[config.mk]
export PLATFORM = sky130hd
export DESIGN_NAME = pacman_sprite_render_flat
export DESIGN_NICKNAME = d
export VERILOG_FILES = /design/src/rtl/pacman_sprite_render_pkg.sv /design/src/rtl/pacman_sprite_render_if.sv /design/src/rtl/pacman_sprite_rom.sv /design/src/rtl/pacman_sprite_render.sv /design/src/flat_wrapper.sv
export SDC_FILE = /design/constraint.sdc
export NUM_CORES = 1
export LEC_CHECK = 0
export ABC_AREA = 1
export BUFFER_PORTS_ARGS = -buffer_cell sky130_fd_sc_hd__buf_2
export CAP_MARGIN = 30
export CORE_AREA = 4 4 87 89
export CTS_CLUSTER_DIAMETER = 200
export DETAILED_ROUTE_END_ITERATION = 8
export DIE_AREA = 0 0 91 93
export GPL_TIMING_DRIVEN = 1
export HOLD_SLACK_MARGIN = 0.12
export PLACE_DENSITY = 0.85
export SYNTH_ARGS = -nofsm -noshare
export SYNTH_HDL_FRONTEND = slang
export SYNTH_HIERARCHICAL = 1
export SYNTH_SLANG_ARGS = --single-unit
[constraint.sdc]
create_clock -name i_clk -period 2.9 [get_ports i_clk]
set_clock_uncertainty 0.1 [all_clocks]
set_input_delay 0.29 -clock i_clk [delete_from_list [all_inputs] [get_ports i_clk]]
set_output_delay 0.29 -clock i_clk [all_outputs]
set_load 0.02 [all_outputs]
[src/rtl/pacman_sprite_render_pkg.sv]
// -----------------------------------------------------------------------------
// pacman_pkg
//   Shared types and constants for the Pac-Man sprite renderer.
//   - dir_t   : facing direction as delivered by the movement logic
//   - anim_t  : mouth animation phase
//   - sprite geometry constants and the bitmap generator used to fill the ROM
// -----------------------------------------------------------------------------
package pacman_pkg;

  typedef enum logic [1:0] {
    RIGHT = 2'd0,
    LEFT  = 2'd1,
    UP    = 2'd2,
    DOWN  = 2'd3
  } dir_t;

  typedef enum logic [1:0] {
    OPEN   = 2'd0,
    HALF_C = 2'd1,
    CLOSED = 2'd2,
    HALF_O = 2'd3
  } anim_t;

  localparam int SPRITE_SIZE = 16;
  localparam int SCREEN_W    = 640;
  localparam int SCREEN_H    = 480;

  localparam int COORD_W    = 10;
  localparam int RGB_W      = 24;
  localparam int ROM_FRAMES = 3;
  // Address = {frame[1:0], row[3:0], col[3:0]}.
  localparam int ROM_AW     = 10;

  // Bitmap frame used for each animation phase; both half-open phases share
  // the same picture.
  function automatic logic [1:0] anim_frame(input anim_t s);
    case (s)
      OPEN:    return 2'd0;
      CLOSED:  return 2'd2;
      default: return 2'd1;
    endcase
  endfunction

  function automatic anim_t anim_next(input anim_t s);
    case (s)
      OPEN:    return HALF_C;
      HALF_C:  return CLOSED;
      CLOSED:  return HALF_O;
      default: return OPEN;
    endcase
  endfunction

  // Right-facing Pac-Man pixel for frame 0 (90 deg mouth), 1 (45 deg mouth)
  // or 2 (full disc). Coordinates are doubled so the centre (7.5,7.5) lands
  // on the integer 15. A pixel is lit when its centre is within 8 of the
  // disc centre, which keeps the rows/columns that the radius-7.5 circle
  // touches (e.g. the middle of col 0) in the picture.
  // The 45 deg mouth uses tan(22.5 deg) ~= 5/12; for the odd doubled
  // coordinates of a 16x16 sprite that ratio is exact.
  function automatic logic sprite_bit(input int frame, input int row, input int col);
    int   x;
    int   y;
    int   ay;
    logic disc;
    logic mouth;
    x     = 2 * col - (SPRITE_SIZE - 1);
    y     = 2 * row - (SPRITE_SIZE - 1);
    ay    = (y < 0) ? -y : y;
    disc  = (x * x + y * y) < (SPRITE_SIZE * SPRITE_SIZE);
    case (frame)
      0:       mouth = (x > 0) && (ay < x);
      1:       mouth = (x > 0) && (12 * ay < 5 * x);
      default: mouth = 1'b0;
    endcase
    return disc && !mouth;
  endfunction

endpackage

[src/rtl/pacman_sprite_render_if.sv]
// -----------------------------------------------------------------------------
// pacman_sprite_render_if
//   Bundle between the movement/scan side and the sprite renderer.
//   Inputs to the renderer (i_*): frame_start pulse, latched position,
//   direction and motion flag, plus the current scan pixel.
//   Outputs of the renderer (o_*): delayed pixel valid, sprite hit, colour.
//   modport master : movement logic / VGA timing side
//   modport slave  : pacman_sprite_render
// -----------------------------------------------------------------------------
interface pacman_sprite_render_if;

  logic                             i_frame_start;
  logic [pacman_pkg::COORD_W-1:0]   i_pac_x;
  logic [pacman_pkg::COORD_W-1:0]   i_pac_y;
  logic [1:0]                       i_dir;
  logic                             i_moving;
  logic                             i_scan_valid;
  logic [pacman_pkg::COORD_W-1:0]   i_scan_x;
  logic [pacman_pkg::COORD_W-1:0]   i_scan_y;
  logic                             o_pix_valid;
  logic                             o_pix_on;
  logic [pacman_pkg::RGB_W-1:0]     o_pix_rgb;

  modport master (
    output i_frame_start, i_pac_x, i_pac_y, i_dir, i_moving,
    output i_scan_valid, i_scan_x, i_scan_y,
    input  o_pix_valid, o_pix_on, o_pix_rgb
  );

  modport slave (
    input  i_frame_start, i_pac_x, i_pac_y, i_dir, i_moving,
    input  i_scan_valid, i_scan_x, i_scan_y,
    output o_pix_valid, o_pix_on, o_pix_rgb
  );

endinterface

[src/rtl/pacman_sprite_rom.sv]
// -----------------------------------------------------------------------------
// pacman_sprite_rom
//   3 x 16 x 16 one-bit right-facing Pac-Man bitmap with a registered read.
//   Ports:
//     i_clk  : clock
//     i_rst  : synchronous active-high reset, clears the read register
//     i_addr : {frame[1:0], row[3:0], col[3:0]}; frame 3 reads as blank
//     o_bit  : bitmap bit, one cycle after i_addr
// -----------------------------------------------------------------------------
module pacman_sprite_rom
  import pacman_pkg::*;
(
  input  logic              i_clk,
  input  logic              i_rst,
  input  logic [ROM_AW-1:0] i_addr,
  output logic              o_bit
);

  localparam int ROM_DEPTH = 1 << ROM_AW;
  localparam int FRAME_SZ  = SPRITE_SIZE * SPRITE_SIZE;

  function automatic logic [ROM_DEPTH-1:0] build_rom();
    logic [ROM_DEPTH-1:0] bits;
    bits = '0;
    for (int f = 0; f < ROM_FRAMES; f++) begin
      for (int r = 0; r < SPRITE_SIZE; r++) begin
        for (int c = 0; c < SPRITE_SIZE; c++) begin
          bits[f * FRAME_SZ + r * SPRITE_SIZE + c] = sprite_bit(f, r, c);
        end
      end
    end
    return bits;
  endfunction

  localparam logic [ROM_DEPTH-1:0] ROM_BITS = build_rom();

  logic bit_q;

  // NOTE: the bitmap is a constant table and needs no reset; only the read
  // register is cleared so a reset flushes the pixel pipeline.
  always_ff @(posedge i_clk) begin
    if (i_rst) begin
      bit_q <= 1'b0;
    end else begin
      bit_q <= ROM_BITS[i_addr];
    end
  end

  assign o_bit = bit_q;

endmodule

[src/rtl/pacman_sprite_render.sv]
// -----------------------------------------------------------------------------
// pacman_sprite_render
//   Draws the Pac-Man sprite on the VGA scan. Position, direction and motion
//   are latched at each frame start; every scan pixel is tested against the
//   16x16 sprite and reported two cycles later. A 4-phase mouth animation
//   advances every ANIM_DIV moving frames.
//   Parameters:
//     ANIM_DIV : moving frames per animation phase (>= 1)
//     PAC_RGB  : colour driven on sprite pixels
//   Ports:
//     i_clk    : system / pixel clock
//     i_rst    : synchronous active-high reset
//     bus      : pacman_sprite_render_if.slave (position, scan, pixel out)
// -----------------------------------------------------------------------------
module pacman_sprite_render
  import pacman_pkg::*;
#(
  parameter int                ANIM_DIV = 4,
  parameter logic [RGB_W-1:0]  PAC_RGB  = 24'hFFFF00
) (
  input  logic                  i_clk,
  input  logic                  i_rst,
  pacman_sprite_render_if.slave bus
);

  localparam int              FC_W    = (ANIM_DIV > 1) ? $clog2(ANIM_DIV) : 1;
  localparam logic [FC_W-1:0] FC_LAST = FC_W'(ANIM_DIV - 1);
  localparam logic [COORD_W:0] SPAN   = (COORD_W + 1)'(SPRITE_SIZE);

  // ---------------------------------------------------------------------------
  // Frame-start latch and animation FSM
  // ---------------------------------------------------------------------------
  logic [COORD_W-1:0] px_q, px_d;
  logic [COORD_W-1:0] py_q, py_d;
  dir_t               dir_q, dir_d;
  logic               mov_q, mov_d;
  anim_t              state_q, state_d;
  logic [FC_W-1:0]    fc_q, fc_d;

  // NOTE: sequential state uses non-blocking assignments so every register
  // samples the pre-edge values of its neighbours.
  always_ff @(posedge i_clk) begin
    if (i_rst) begin
      px_q    <= '0;
      py_q    <= '0;
      dir_q   <= RIGHT;
      mov_q   <= 1'b0;
      state_q <= OPEN;
      fc_q    <= '0;
    end else begin
      px_q    <= px_d;
      py_q    <= py_d;
      dir_q   <= dir_d;
      mov_q   <= mov_d;
      state_q <= state_d;
      fc_q    <= fc_d;
    end
  end

  // NOTE: every output of this block is given a hold value first, so no
  // path through the ifs can leave one unassigned and infer a latch.
  always_comb begin
    px_d    = px_q;
    py_d    = py_q;
    dir_d   = dir_q;
    mov_d   = mov_q;
    state_d = state_q;
    fc_d    = fc_q;
    if (bus.i_frame_start) begin
      px_d  = bus.i_pac_x;
      py_d  = bus.i_pac_y;
      mov_d = bus.i_moving;
      // A stationary Pac-Man keeps its last facing and a frozen mouth.
      if (bus.i_moving) begin
        dir_d = dir_t'(bus.i_dir);
        if (fc_q == FC_LAST) begin
          fc_d    = '0;
          state_d = anim_next(state_q);
        end else begin
          fc_d = fc_q + 1'b1;
        end
      end
    end
  end

  // The latched motion flag is part of the frame snapshot but nothing in the
  // pixel path depends on it.
  logic mov_unused;
  assign mov_unused = mov_q;

  // ---------------------------------------------------------------------------
  // Stage 1: hit test and ROM address
  // ---------------------------------------------------------------------------
  logic [COORD_W:0]  sx_w, sy_w, px_w, py_w;
  logic              hit_c;
  logic [3:0]        dx_c, dy_c;
  logic [3:0]        row_c, col_c;
  logic [ROM_AW-1:0] addr_c;

  // Widened by one bit so px+16 never wraps: a sprite near the right or
  // bottom edge is clipped rather than reappearing at column/row 0.
  assign sx_w = {1'b0, bus.i_scan_x};
  assign sy_w = {1'b0, bus.i_scan_y};
  assign px_w = {1'b0, px_q};
  assign py_w = {1'b0, py_q};

  assign hit_c = (sx_w >= px_w) && (sx_w < px_w + SPAN) &&
                 (sy_w >= py_w) && (sy_w < py_w + SPAN);

  // Only the low nibble of the offset matters inside the sprite, and it is
  // the difference of the low nibbles modulo 16.
  assign dx_c = bus.i_scan_x[3:0] - px_q[3:0];
  assign dy_c = bus.i_scan_y[3:0] - py_q[3:0];

  // The bitmap faces right; other directions mirror or transpose the lookup.
  always_comb begin
    row_c = dy_c;
    col_c = dx_c;
    case (dir_q)
      RIGHT: begin row_c = dy_c;  col_c = dx_c;         end
      LEFT:  begin row_c = dy_c;  col_c = 4'd15 - dx_c; end
      UP:    begin row_c = dx_c;  col_c = 4'd15 - dy_c; end
      DOWN:  begin row_c = dx_c;  col_c = dy_c;         end
      default: ;
    endcase
  end

  assign addr_c = {anim_frame(state_q), row_c, col_c};

  logic              s1_valid_q, s1_hit_q;
  logic [ROM_AW-1:0] s1_addr_q;

  always_ff @(posedge i_clk) begin
    if (i_rst) begin
      s1_valid_q <= 1'b0;
      s1_hit_q   <= 1'b0;
      s1_addr_q  <= '0;
    end else begin
      s1_valid_q <= bus.i_scan_valid;
      s1_hit_q   <= hit_c;
      s1_addr_q  <= addr_c;
    end
  end

  // ---------------------------------------------------------------------------
  // Stage 2: ROM data and pixel result
  // ---------------------------------------------------------------------------
  logic rom_bit;
  logic s2_valid_q, s2_hit_q;

  pacman_sprite_rom u_rom (
    .i_clk  (i_clk),
    .i_rst  (i_rst),
    .i_addr (s1_addr_q),
    .o_bit  (rom_bit)
  );

  always_ff @(posedge i_clk) begin
    if (i_rst) begin
      s2_valid_q <= 1'b0;
      s2_hit_q   <= 1'b0;
    end else begin
      s2_valid_q <= s1_valid_q;
      s2_hit_q   <= s1_hit_q;
    end
  end

  // Pure gating of stage-2 registers; no scan input reaches the outputs
  // combinationally.
  logic pix_on;
  assign pix_on = s2_valid_q & s2_hit_q & rom_bit;

  assign bus.o_pix_valid = s2_valid_q;
  assign bus.o_pix_on    = pix_on;
  assign bus.o_pix_rgb   = pix_on ? PAC_RGB : '0;

endmodule

[src/flat_wrapper.sv]
// flat-port wrapper written by rule: the top's interface ports become plain ports
module pacman_sprite_render_flat import pacman_pkg::*;
#(
  parameter int                ANIM_DIV = 4,
  parameter logic [RGB_W-1:0]  PAC_RGB  = 24'hFFFF00
)
  (i_clk, i_rst, bus_i_frame_start, bus_i_pac_x, bus_i_pac_y, bus_i_dir, bus_i_moving, bus_i_scan_valid, bus_i_scan_x, bus_i_scan_y, bus_o_pix_valid, bus_o_pix_on, bus_o_pix_rgb);
  pacman_sprite_render_if bus_i ();
  input  logic i_clk;
  input  logic i_rst;
  input wire logic [$bits(bus_i.i_frame_start)-1:0] bus_i_frame_start;
  input wire logic [$bits(bus_i.i_pac_x)-1:0] bus_i_pac_x;
  input wire logic [$bits(bus_i.i_pac_y)-1:0] bus_i_pac_y;
  input wire logic [$bits(bus_i.i_dir)-1:0] bus_i_dir;
  input wire logic [$bits(bus_i.i_moving)-1:0] bus_i_moving;
  input wire logic [$bits(bus_i.i_scan_valid)-1:0] bus_i_scan_valid;
  input wire logic [$bits(bus_i.i_scan_x)-1:0] bus_i_scan_x;
  input wire logic [$bits(bus_i.i_scan_y)-1:0] bus_i_scan_y;
  output wire logic [$bits(bus_i.o_pix_valid)-1:0] bus_o_pix_valid;
  output wire logic [$bits(bus_i.o_pix_on)-1:0] bus_o_pix_on;
  output wire logic [$bits(bus_i.o_pix_rgb)-1:0] bus_o_pix_rgb;
  assign bus_i.i_frame_start = bus_i_frame_start;
  assign bus_i.i_pac_x = bus_i_pac_x;
  assign bus_i.i_pac_y = bus_i_pac_y;
  assign bus_i.i_dir = bus_i_dir;
  assign bus_i.i_moving = bus_i_moving;
  assign bus_i.i_scan_valid = bus_i_scan_valid;
  assign bus_i.i_scan_x = bus_i_scan_x;
  assign bus_i.i_scan_y = bus_i_scan_y;
  assign bus_o_pix_valid = bus_i.o_pix_valid;
  assign bus_o_pix_on = bus_i.o_pix_on;
  assign bus_o_pix_rgb = bus_i.o_pix_rgb;
  pacman_sprite_render #(.ANIM_DIV(ANIM_DIV), .PAC_RGB(PAC_RGB)) u_core (.i_clk(i_clk), .i_rst(i_rst), .bus(bus_i));
endmodule
# Word-level counts from Yosys, hierarchy flattened
# Memories as Yosys holds them, arrays and structs flattened. A register that Yosys moved wholly into a read port is not among the register bits.
# Index checks and enable logic that the tools add are counted.
dict set report classes {
  order_cmp 4
  n_reduce_logical 9
  eq_ne 6
  bitwise 2
  n_mux 6
  addsub 7
}
# op n
set ops {}
lappend ops {{$mux 24} 1}
lappend ops {{$add 10x5->11 const B} 2}
lappend ops {{$lt 10x11->1} 2}
lappend ops {{$ge 10x10->1} 2}
lappend ops {{$pmux 4 s4} 1}
lappend ops {{$eq 2x2->1 const B} 4}
lappend ops {{$pmux 4 s2} 1}
lappend ops {{$sub 4x4->4} 2}
lappend ops {{$sub 4x4->4 const A} 2}
lappend ops {{$pmux 2 s3} 1}
lappend ops {{$eq 2x1->1 const B} 2}
lappend ops {{$logic_not 2->1} 2}
lappend ops {{$pmux 2 s2} 1}
lappend ops {{$reduce_or 2->1} 2}
lappend ops {{$logic_and 1x1->1} 3}
lappend ops {{$reduce_and 3->1} 1}
lappend ops {{$add 2x1->2 const B} 1}
lappend ops {{$and 1x1->1} 2}
lappend ops {{$mux 2} 1}
lappend ops {{$reduce_and 2->1} 1}
dict set report totals {
  output_inout_bits 26
  wordCells 45
  mem_count 1
  mem_bits_ro 1024
  register_bits 40
}
# name words word_bits read_ports rd_ports_with_merged_regs write_ports line_no
set memory_table {}
lappend memory_table {{(no name shown)} 1024 1 1 1 0 pacman_sprite_rom.sv:45} ;# bit_q <= ROM_BITS[i_addr];

# Longest topological paths before layout
# Gate-level depths: netlist (run 1).
dict set report logic_depth {
  ltp_word 5
  depth_mapped 12
  depth_no_buf 12
}

# Cells and area by module
# Netlist (run 1), hierarchy kept.
# mod seq_area_each_um2 cells_each area_each_um2 instances
set modules_own_cells {}
lappend modules_own_cells {pacman_sprite_render 800.8 366 2708.8 1}
lappend modules_own_cells {pacman_sprite_rom 20.0 112 591.8 1}

# Worst setup path before layout (run 1)
# OpenSTA, ideal clock, no wires.
dict set report synth_timing {
  path_type {register to register}
  start {register u_core.px_q[4]}
  end {register u_core.s1_hit_q}
  period_less_slack_ns 1.725
  setup_time_ns 0.062
  setup_slack_ns 1.175
  t_arrival_ns 1.563
  path_buffers 0
  stages_incl_launch_ff 11
  path_cell_list {dfxtp_1 ha_1 nand3_2 xor2_1 ha_1 a21o_1 nand2_1 nand3_1 nor2_1 nand2_1 nor2_2}
}
dict set report synth_via {
  elab_chain_cells 5
  elab_cells_between_ends 6
}
# element line_no
set synth_rtl {}
lappend synth_rtl {{from (decl)} pacman_sprite_render.sv:33} ;# logic [COORD_W-1:0] px_q, px_d;
lappend synth_rtl {{from (signal assigned)} pacman_sprite_render.sv:51} ;# px_q <= px_d;
lappend synth_rtl {{$add 10x5->11} pacman_sprite_render.sv:107} ;# assign hit_c = (sx_w >= px_w) && (sx_w < px_w + SPAN) &&
lappend synth_rtl {{$lt 10x11->1} pacman_sprite_render.sv:107}
lappend synth_rtl {{$logic_and 1x1->1 * (2 in a row)} pacman_sprite_render.sv:107}
lappend synth_rtl {{$logic_and 1x1->1 *} pacman_sprite_render.sv:108} ;# (sy_w >= py_w) && (sy_w < py_w + SPAN);
lappend synth_rtl {{to (signal assigned)} pacman_sprite_render.sv:140} ;# s1_hit_q <= hit_c;
lappend synth_rtl {{to (decl)} pacman_sprite_render.sv:130} ;# logic s1_valid_q, s1_hit_q;
# Every way passes the cells marked *; elsewhere a longest branch is shown, timed or not.
# A chain may end at the register's enable or synchronous reset.

# Final worst setup path (run 1)
# Ends and elaborated chain as after synthesis.

==> results of run 1 <==
==> per-stage QoR <==
stage | hold slack, ps | area [µm²]
2_1_floorplan | 252 | 3330
3_3_place_gp | 291 | 3490
3_5_place_dp | 298 | 3490
4_1_cts | 130 | 3610
5_1_grt | 150 | 3610
6_report | 139 | 3610
==> cell type report <==
| type | count | area (µm²) | area share |
|---|---|---|---|
| clock buffer | 5 | 68.8 | 0.0191 |
| clock inverter | 2 | 35.0 | 0.00971 |
| inverter | 67 | 251 | 0.0697 |
| multi-input combinational | 341 | 1990 | 0.553 |
| sequential | 41 | 821 | 0.227 |
| tap | 80 | 100 | 0.0277 |
| timing repair buffer | 66 | 338 | 0.0936 |
==> logic make-up (layout without fill, tap and decap cells) <==
kind of cell	Yosys count	after routing
buffers and inverters	103	140
adder cells (fa/ha/maj)	39	39
AND/OR/NAND/NOR	198	198
XOR/XNOR	10	10
other	1	8
AO/OA/AOI/OAI	86	86
flip-flops	41	41
==> worst max path at each step <==
stage / start / to / slack (ps)
global placement: bus_i_scan_x[0] / u_core/s1_addr_q[2]$_SDFF_PP0_ / 1090
floorplan: u_core/px_q[4]$_SDFFE_PP0P_ / u_core/s1_hit_q$_SDFF_PP0_ / 1170
finish: u_core/px_q[4]$_SDFFE_PP0P_ / u_core/s1_hit_q$_SDFF_PP0_ / 1010
detailed placement: u_core/px_q[4]$_SDFFE_PP0P_ / u_core/s1_hit_q$_SDFF_PP0_ / 1030
global route: u_core/px_q[4]$_SDFFE_PP0P_ / u_core/s1_hit_q$_SDFF_PP0_ / 850
CTS: u_core/px_q[4]$_SDFFE_PP0P_ / u_core/s1_hit_q$_SDFF_PP0_ / 1010
==> tightest hold or removal path, cell delays in order <==
cell and delay [ps]:
buf_2 80, nor2_1 40, nor2_1 90
==> per-layer routing <==
layer,track usage,part of all wire
met3,0.0257,0.052
met5,0,0
met1,0.188,0.42
met4,0.0503,0.0080
met2,0.334,0.52
==> cell usage in the layout, fill, tap and decap left out, types with 3 or more instances in the layout <==
cell / synthesis / final
a21o_1: 4 / 4
xnor2_1: 4 / 4
conb_1: 1 / 8
clkbuf_8: 0 / 5
dfxtp_1: 41 / 41
inv_1: 63 / 63
o21ai_1: 4 / 4
nand4_1: 3 / 3
nand2_1: 93 / 93
nand2_2: 5 / 5
buf_2: 6 / 64
ha_1: 37 / 37
xor2_1: 6 / 6
nor3_1: 3 / 3
nand3_2: 7 / 7
o21ai_0: 33 / 33
nor2_1: 41 / 41
a21oi_1: 42 / 42
nand3_1: 30 / 30
nor2_2: 6 / 6
nand3b_1: 4 / 4
inv_2: 4 / 4
==> state kept, by name, indices dropped and copies added (netlist names) <==
signal                  cells
u_core/py_q                10
u_core/dir_q                2
u_core/s1_hit_q             1
u_core/s1_addr_q           10
u_core/fc_q                 2
u_core/s1_valid_q           1
u_core/px_q                10
u_core/state_q              2
u_core/bus.o_pix_valid      1
u_core/s2_hit_q             1
u_core/u_rom/o_bit          1
==> power by group <==
| part | switching, µW | leakage, µW | internal [µW] | total, µW |
|---|---|---|---|---|
| Clock | 191 | 0.0000540 | 250 | 441 |
| Combinational | 310 | 0.00148 | 203 | 513 |
| Sequential | 50.6 | 0.000339 | 607 | 658 |
| Total | 551 | 0.00188 | 1060 | 1610 |
==> reports/metrics.csv, run 1 <==
stage;metric;value;unit
critical_path;end_kind;flop;
timing;setup_ws;1010;ps
timing;slew_headroom;0.373;
global_route;grt_pass1_wl;12200;µm
clocking;numCtsBuffers;5;
global_route;overflow;0;
synthesis;yosys_warnings;6;
layout;final_util;0.534;
clocking;cts_tree;done;
drt;ant_nets;0;
drt;vias;3038;
global_route;grt_use_total;0.170;
synthesis;synthTopCellsByArea;dfxtp_1 (25%), ha_1 (14%), nand2_1 (11%);
synthesis;synth_top_area_share;0.249;
timing;setup_violations;0;
floorplan;row_count;30;
critical_path;worst_path_max_delay_cell;dfxtp_1;
timing;min_period;1890;ps
layout;fin_nets;608;
synthesis;synthAdderAreaFrac;0.152;
synthesis;synth-simple-area-share;0.280;
critical_path;cp_max_fo;4;
clocking;cts_hold_buf;1;
critical_path;max_stage_delay;400;ps
timing;rsz0062_at_grt;no;
synthesis;synth_edf_count;0;
timing;fin_tns_setup;0;ps
drt;drt_iter0_drc;155;
timing;hold_viol_final;0;
clocking;cts_buffer_depth;2;
placement;post-place-ws;1030;ps
synthesis;synth_compound_area_frac;0.136;
worst_hold_path;min_to;u_core/py_q[0]$_SDFFE_PP0P_;
placement;hpwl;5780;µm
critical_path;crit_type;reg -> reg;
critical_path;reg2reg_slack;1010;ps
placement;placed_cells;594;
critical_path;cp_top_family;adder cells;
critical_path;startpoint_type;flop;
synthesis;synth.avg_cell_area;6.91;µm²
pwr;power_density;447;nW/µm²
synthesis;yosysTopAreaCell;dfxtp_1;
clocking;clk_latency;290;ps
layout;stdcell_count;602;
drt;post_drt_wl_per_cell;11.8;µm
worst_hold_path;min_from;bus_i_pac_y[0];
pwr;ir_worst_vdd;0.276;mV
drt;via_per_inst;5.05;
critical_path;cp_num_cells;10;
worst_hold_path;worstHoldPathCells;3;
layout;syn_to_final_growth;9.33;%
pwr;power;1610;µW
layout;layout-drive-gt1-share;0.193;
synthesis;ys_seq_area_frac;0.249;
timing;period_share;0.650;
critical_path;critical_path_required;3040;ps
synthesis;synthArstFlopShare;0;
critical_path;r2r_start;u_core/px_q[4]$_SDFFE_PP0P_;
layout;fillers;669;
floorplan;io_pins;73;
critical_path;arrival;2020;ps
clocking;cts_sinks;41;
drt;dr.pass1.iters;4;
layout;diodes;0;
synthesis;synth_top_family_by_area;simple AND/OR/NAND/NOR gates;
critical_path;reg2reg_depth;10;
clocking;cts-root-buf;clkbuf_8;
synthesis;synth_ff_type;dfxtp_1;
drt;totalWireLength;7110;µm
synthesis;synth_area;3300;µm²
synthesis;synth_cell_types;34;
drt;drcViolationCount;0;
floorplan;start_util;0.489;
global_route;antenna_found_initial;0;
timing;fmax;0.530;GHz
placement;gp_congestion;0.903;
synthesis;synth.mux.area_fraction;0;
pwr;leakage;0.00188;µW
synthesis;synth_cells;478;
critical_path;rr_endpoint;u_core/s1_hit_q$_SDFF_PP0_;
run_status;outcome;finished clean;
clocking;path_clk_slew;80;ps
floorplan;die_area;8460;µm²
floorplan;dieHeight;93;µm
floorplan;core_area;6760;µm²
clocking;cts_resized;0;
synthesis;synth_xor_area_frac;0.0265;
critical_path;crit_buf_inv;0;
critical_path;path_cells;ha_1, nand3_2, xor2_1, ha_1, a21o_1, nand2_1, nand3_1, nor2_1, nand2_1, nor2_2;
placement;place.port_buffers;64;
job;max_cap_viol_count;0;
synthesis;yosysMostFrequentCell;nand2_1;
clocking;cts_setup_buffers;0;
clocking;cts_max_level;2;
timing;report.final.slew_viol_count;0;
synthesis;synthTopCellsByCount;nand2_1 (93), inv_1 (63), a21oi_1 (42);
floorplan;die_x;91;µm
worst_hold_path;hp-class;in -> reg;
global_route;grt_pass1_vias;2951;
timing;worstMarginPinSlew;940;ps
global_route;grt_start_max_net_pins;39;
synthesis;ys_ff_latch;41;
No activity file was read; power rests on OpenSTA's default activity.
==> inputs of run 2 (changes only) <==
Clock period 2.9 ns to 1.8 ns, I/O delays scaled along.
==> reports/metrics.csv, run 2 (same netlist as run 1, synthesis figures left out) <==
stage;metric;value;unit;change
run_status;outcome;finished clean;;
layout;layout_common_cells;nand2_1 (93), buf_2 (64), inv_1 (63);;
layout;diodes;0;;unchanged
drt;drt_iter0_drc;183;;+18%
clocking;path_clk_slew;80;ps;about the same
pwr;ir_worst_vdd;0.448;mV;+62%
placement;place.port_buffers;64;;unchanged
global_route;grt_pass1_vias;3134;;+6.2%
pwr;pwr-share-seq;0.365;;-0.043
timing;report.final.slew_viol_count;0;;unchanged
timing;rsz0062_at_grt;yes;;
pwr;switching_share;0.328;;-0.0136
drt;post_drt_wl_per_cell;12.7;µm;+7.1%
floorplan;dieHeight;93;µm;unchanged
placement;placed_cells;602;;+1.3%
drt;totalWireLength;8040;µm;+13%
timing;period_share;0.987;;+0.336
critical_path;cp_max_fo;3;;-1
drt;via_per_inst;5.12;;+1.4%
timing;hold_viol_final;0;;unchanged
critical_path;worstSetupStartpoint;u_core/py_q[4]$_SDFFE_PP0P_;;
pwr;p_int;1920;µW;+81%
drt;vias;3249;;+6.9%
clocking;numCtsBuffers;5;;unchanged
global_route;grt_pass1_wl;13300;µm;+9.3%
layout;fin_nets;640;;+5.3%
clocking;cts_max_level;2;;unchanged
placement;gp_congestion;0.923;;+2.2%
timing;fmax;0.563;GHz;+6.2%
layout;final_common_cell;nand2_1;;
global_route;grt_start_max_net_pins;39;;unchanged
global_route;antenna_found_initial;0;;unchanged
drt;dr.pass1.iters;5;;+1
placement;place_area;3550;µm²;+1.7%
layout;layout-drive-gt1-share;0.231;;+0.0371
pwr;p_comb_frac;0.331;;+0.013
placement;hpwl;5930;µm;+2.5%
floorplan;die_x;91;µm;unchanged
floorplan;row_count;30;;unchanged
critical_path;r2r_start;u_core/py_q[4]$_SDFFE_PP0P_;;
critical_path;startpoint_type;flop;;
critical_path;path_cells;ha_2, nand3_1, xor2_1, ha_1, a21oi_1, or2_2, nand2_1, nor2_2;;
floorplan;io_pins;73;;unchanged
critical_path;arrival;1880;ps;-140 ps
pwr;clkPwrFrac;0.304;;+0.030
timing;min_period;1780;ps;-110 ps
pwr;leakage;0.00205;µW;+9.1%
timing;setup_violations;0;;unchanged
floorplan;start_util;0.489;;unchanged
job;max_cap_viol_count;0;;unchanged
critical_path;max_stage_delay;350;ps;-50 ps
layout;stdcell_count;635;;+5.5%
layout;syn_to_final_growth;21.8;%;
global_route;overflow;0;;unchanged
global_route;grt_use_total;0.190;;+0.0195
floorplan;core_area;6760;µm²;unchanged
pwr;p_sw;939;µW;+71%
clocking;cts_sinks;41;;unchanged
floorplan;die_area;8460;µm²;unchanged
layout;reg_top3;u_core/px_q: 10 flops, u_core/py_q: 10 flops, u_core/s1_addr_q: 10 flops;;
drt;ant_nets;0;;unchanged
worst_hold_path;hp-class;in -> reg;;
critical_path;crit_type;reg -> reg;;
critical_path;worst_path_max_delay_cell;dfxtp_2;;
clocking;cts_tree;done;;
clocking;clk_latency;300;ps;about the same
critical_path;end_kind;flop;;
drt;drcViolationCount;0;;unchanged
clocking;cts_setup_buffers;0;;unchanged
critical_path;critical_path_required;1900;ps;-1140 ps
clocking;cts_buffer_depth;2;;unchanged
worst_hold_path;min_from;bus_i_frame_start;;
critical_path;reg2reg_slack;20;ps;-990 ps
layout;final_cell_area;4020;µm²;+11%
clocking;cts-root-buf;clkbuf_8;;
pwr;power_density;712;nW/µm²;+59%
==> run 2: cell types whose count changed in the layout (fill, tap and decap cells not counted), sizes merged <==
cell / before / now
bufinv: 1 / 2
buf: 65 / 73
dlygate4sd3: 1 / 25
==> run 2: per-stage QoR <==
step / worst slack (ps) / setup TNS (ps) / utilization / power (µW) / hold slack [ps]
floorplan: 74.9 / 0 / - / 1720 / 142
global placement: 49.8 / 0 / 0.526 / 1890 / 279
detailed placement: -37.1 / -37.1 / 0.526 / 1920 / 302
CTS: 15.0 / 0 / 0.586 / 2840 / 135
global route: -80.7 / -80.7 / 0.595 / 3060 / 191
finish: 23.8 / 0 / 0.595 / 2860 / 139
==> run 2: per-layer routing <==
layer / GRT usage / share of wire / vias to the layer above / wire [µm]
li1: - / - / 1659 / -
met1: 0.207 / 0.41 / 1469 / 3300
met2: 0.372 / 0.53 / 98 / 4240
met3: 0.0225 / 0.035 / 23 / 284
met4: 0.0716 / 0.026 / 0 / 209
met5: 0 / 0 / - / 0
==> run 2: path summary, 6_finish.rpt <==
kind                                            end  cells past startpoint
hold / removal          u_core/py_q[0]$_SDFFE_PP0P_                      3
setup reg to reg         u_core/s1_hit_q$_SDFF_PP0_                      8
setup / recovery         u_core/s1_hit_q$_SDFF_PP0_                      8
hold reg to reg   u_core/bus.o_pix_valid$_SDFF_PP0_                      2
==> run 2: final cells by class <==
| type | instances | area (µm²) |
|---|---|---|
| repair buffers | 98 | 651 |
| flip-flops and latches | 41 | 836 |
| well taps | 80 | 100 |
| multi-input cells | 341 | 2050 |
| inverters | 67 | 251 |
| clock buffers | 5 | 68.8 |
| fillers | 589 | 2740 |
| clock inverters | 3 | 65.1 |
==> run 2: power groups by stage <==
stage / Combinational, µW / Clock (µW) / Sequential (µW)
6_report: 947 / 870 / 1040
3_3_place_gp: 829 / 0 / 1060
4_1_cts: 909 / 886 / 1040
2_1_floorplan: 676 / 0 / 1040
5_1_grt: 1070 / 931 / 1050
3_5_place_dp: 855 / 0 / 1060
==> run 2: critical path, delay by kind of cell, from the launching register on <==
| family | cells | cell delay, ps |
|---|---|---|
| AND/OR/NAND/NOR | 4 | 520 |
| adder cells (fa/ha/maj) | 2 | 490 |
| flip-flops | 1 | 350 |
| XOR/XNOR | 1 | 150 |
| AO/OA/AOI/OAI | 1 | 70 |
==> run 2: timing repair <==
action                                  CTS  global route
endpoints found under the setup margin    1             5
gates resized for setup                   6            19
hold buffers                             25             0
hold endpoints to repair                 24             0
cloned                                    0             0
pin swaps                                 0             1
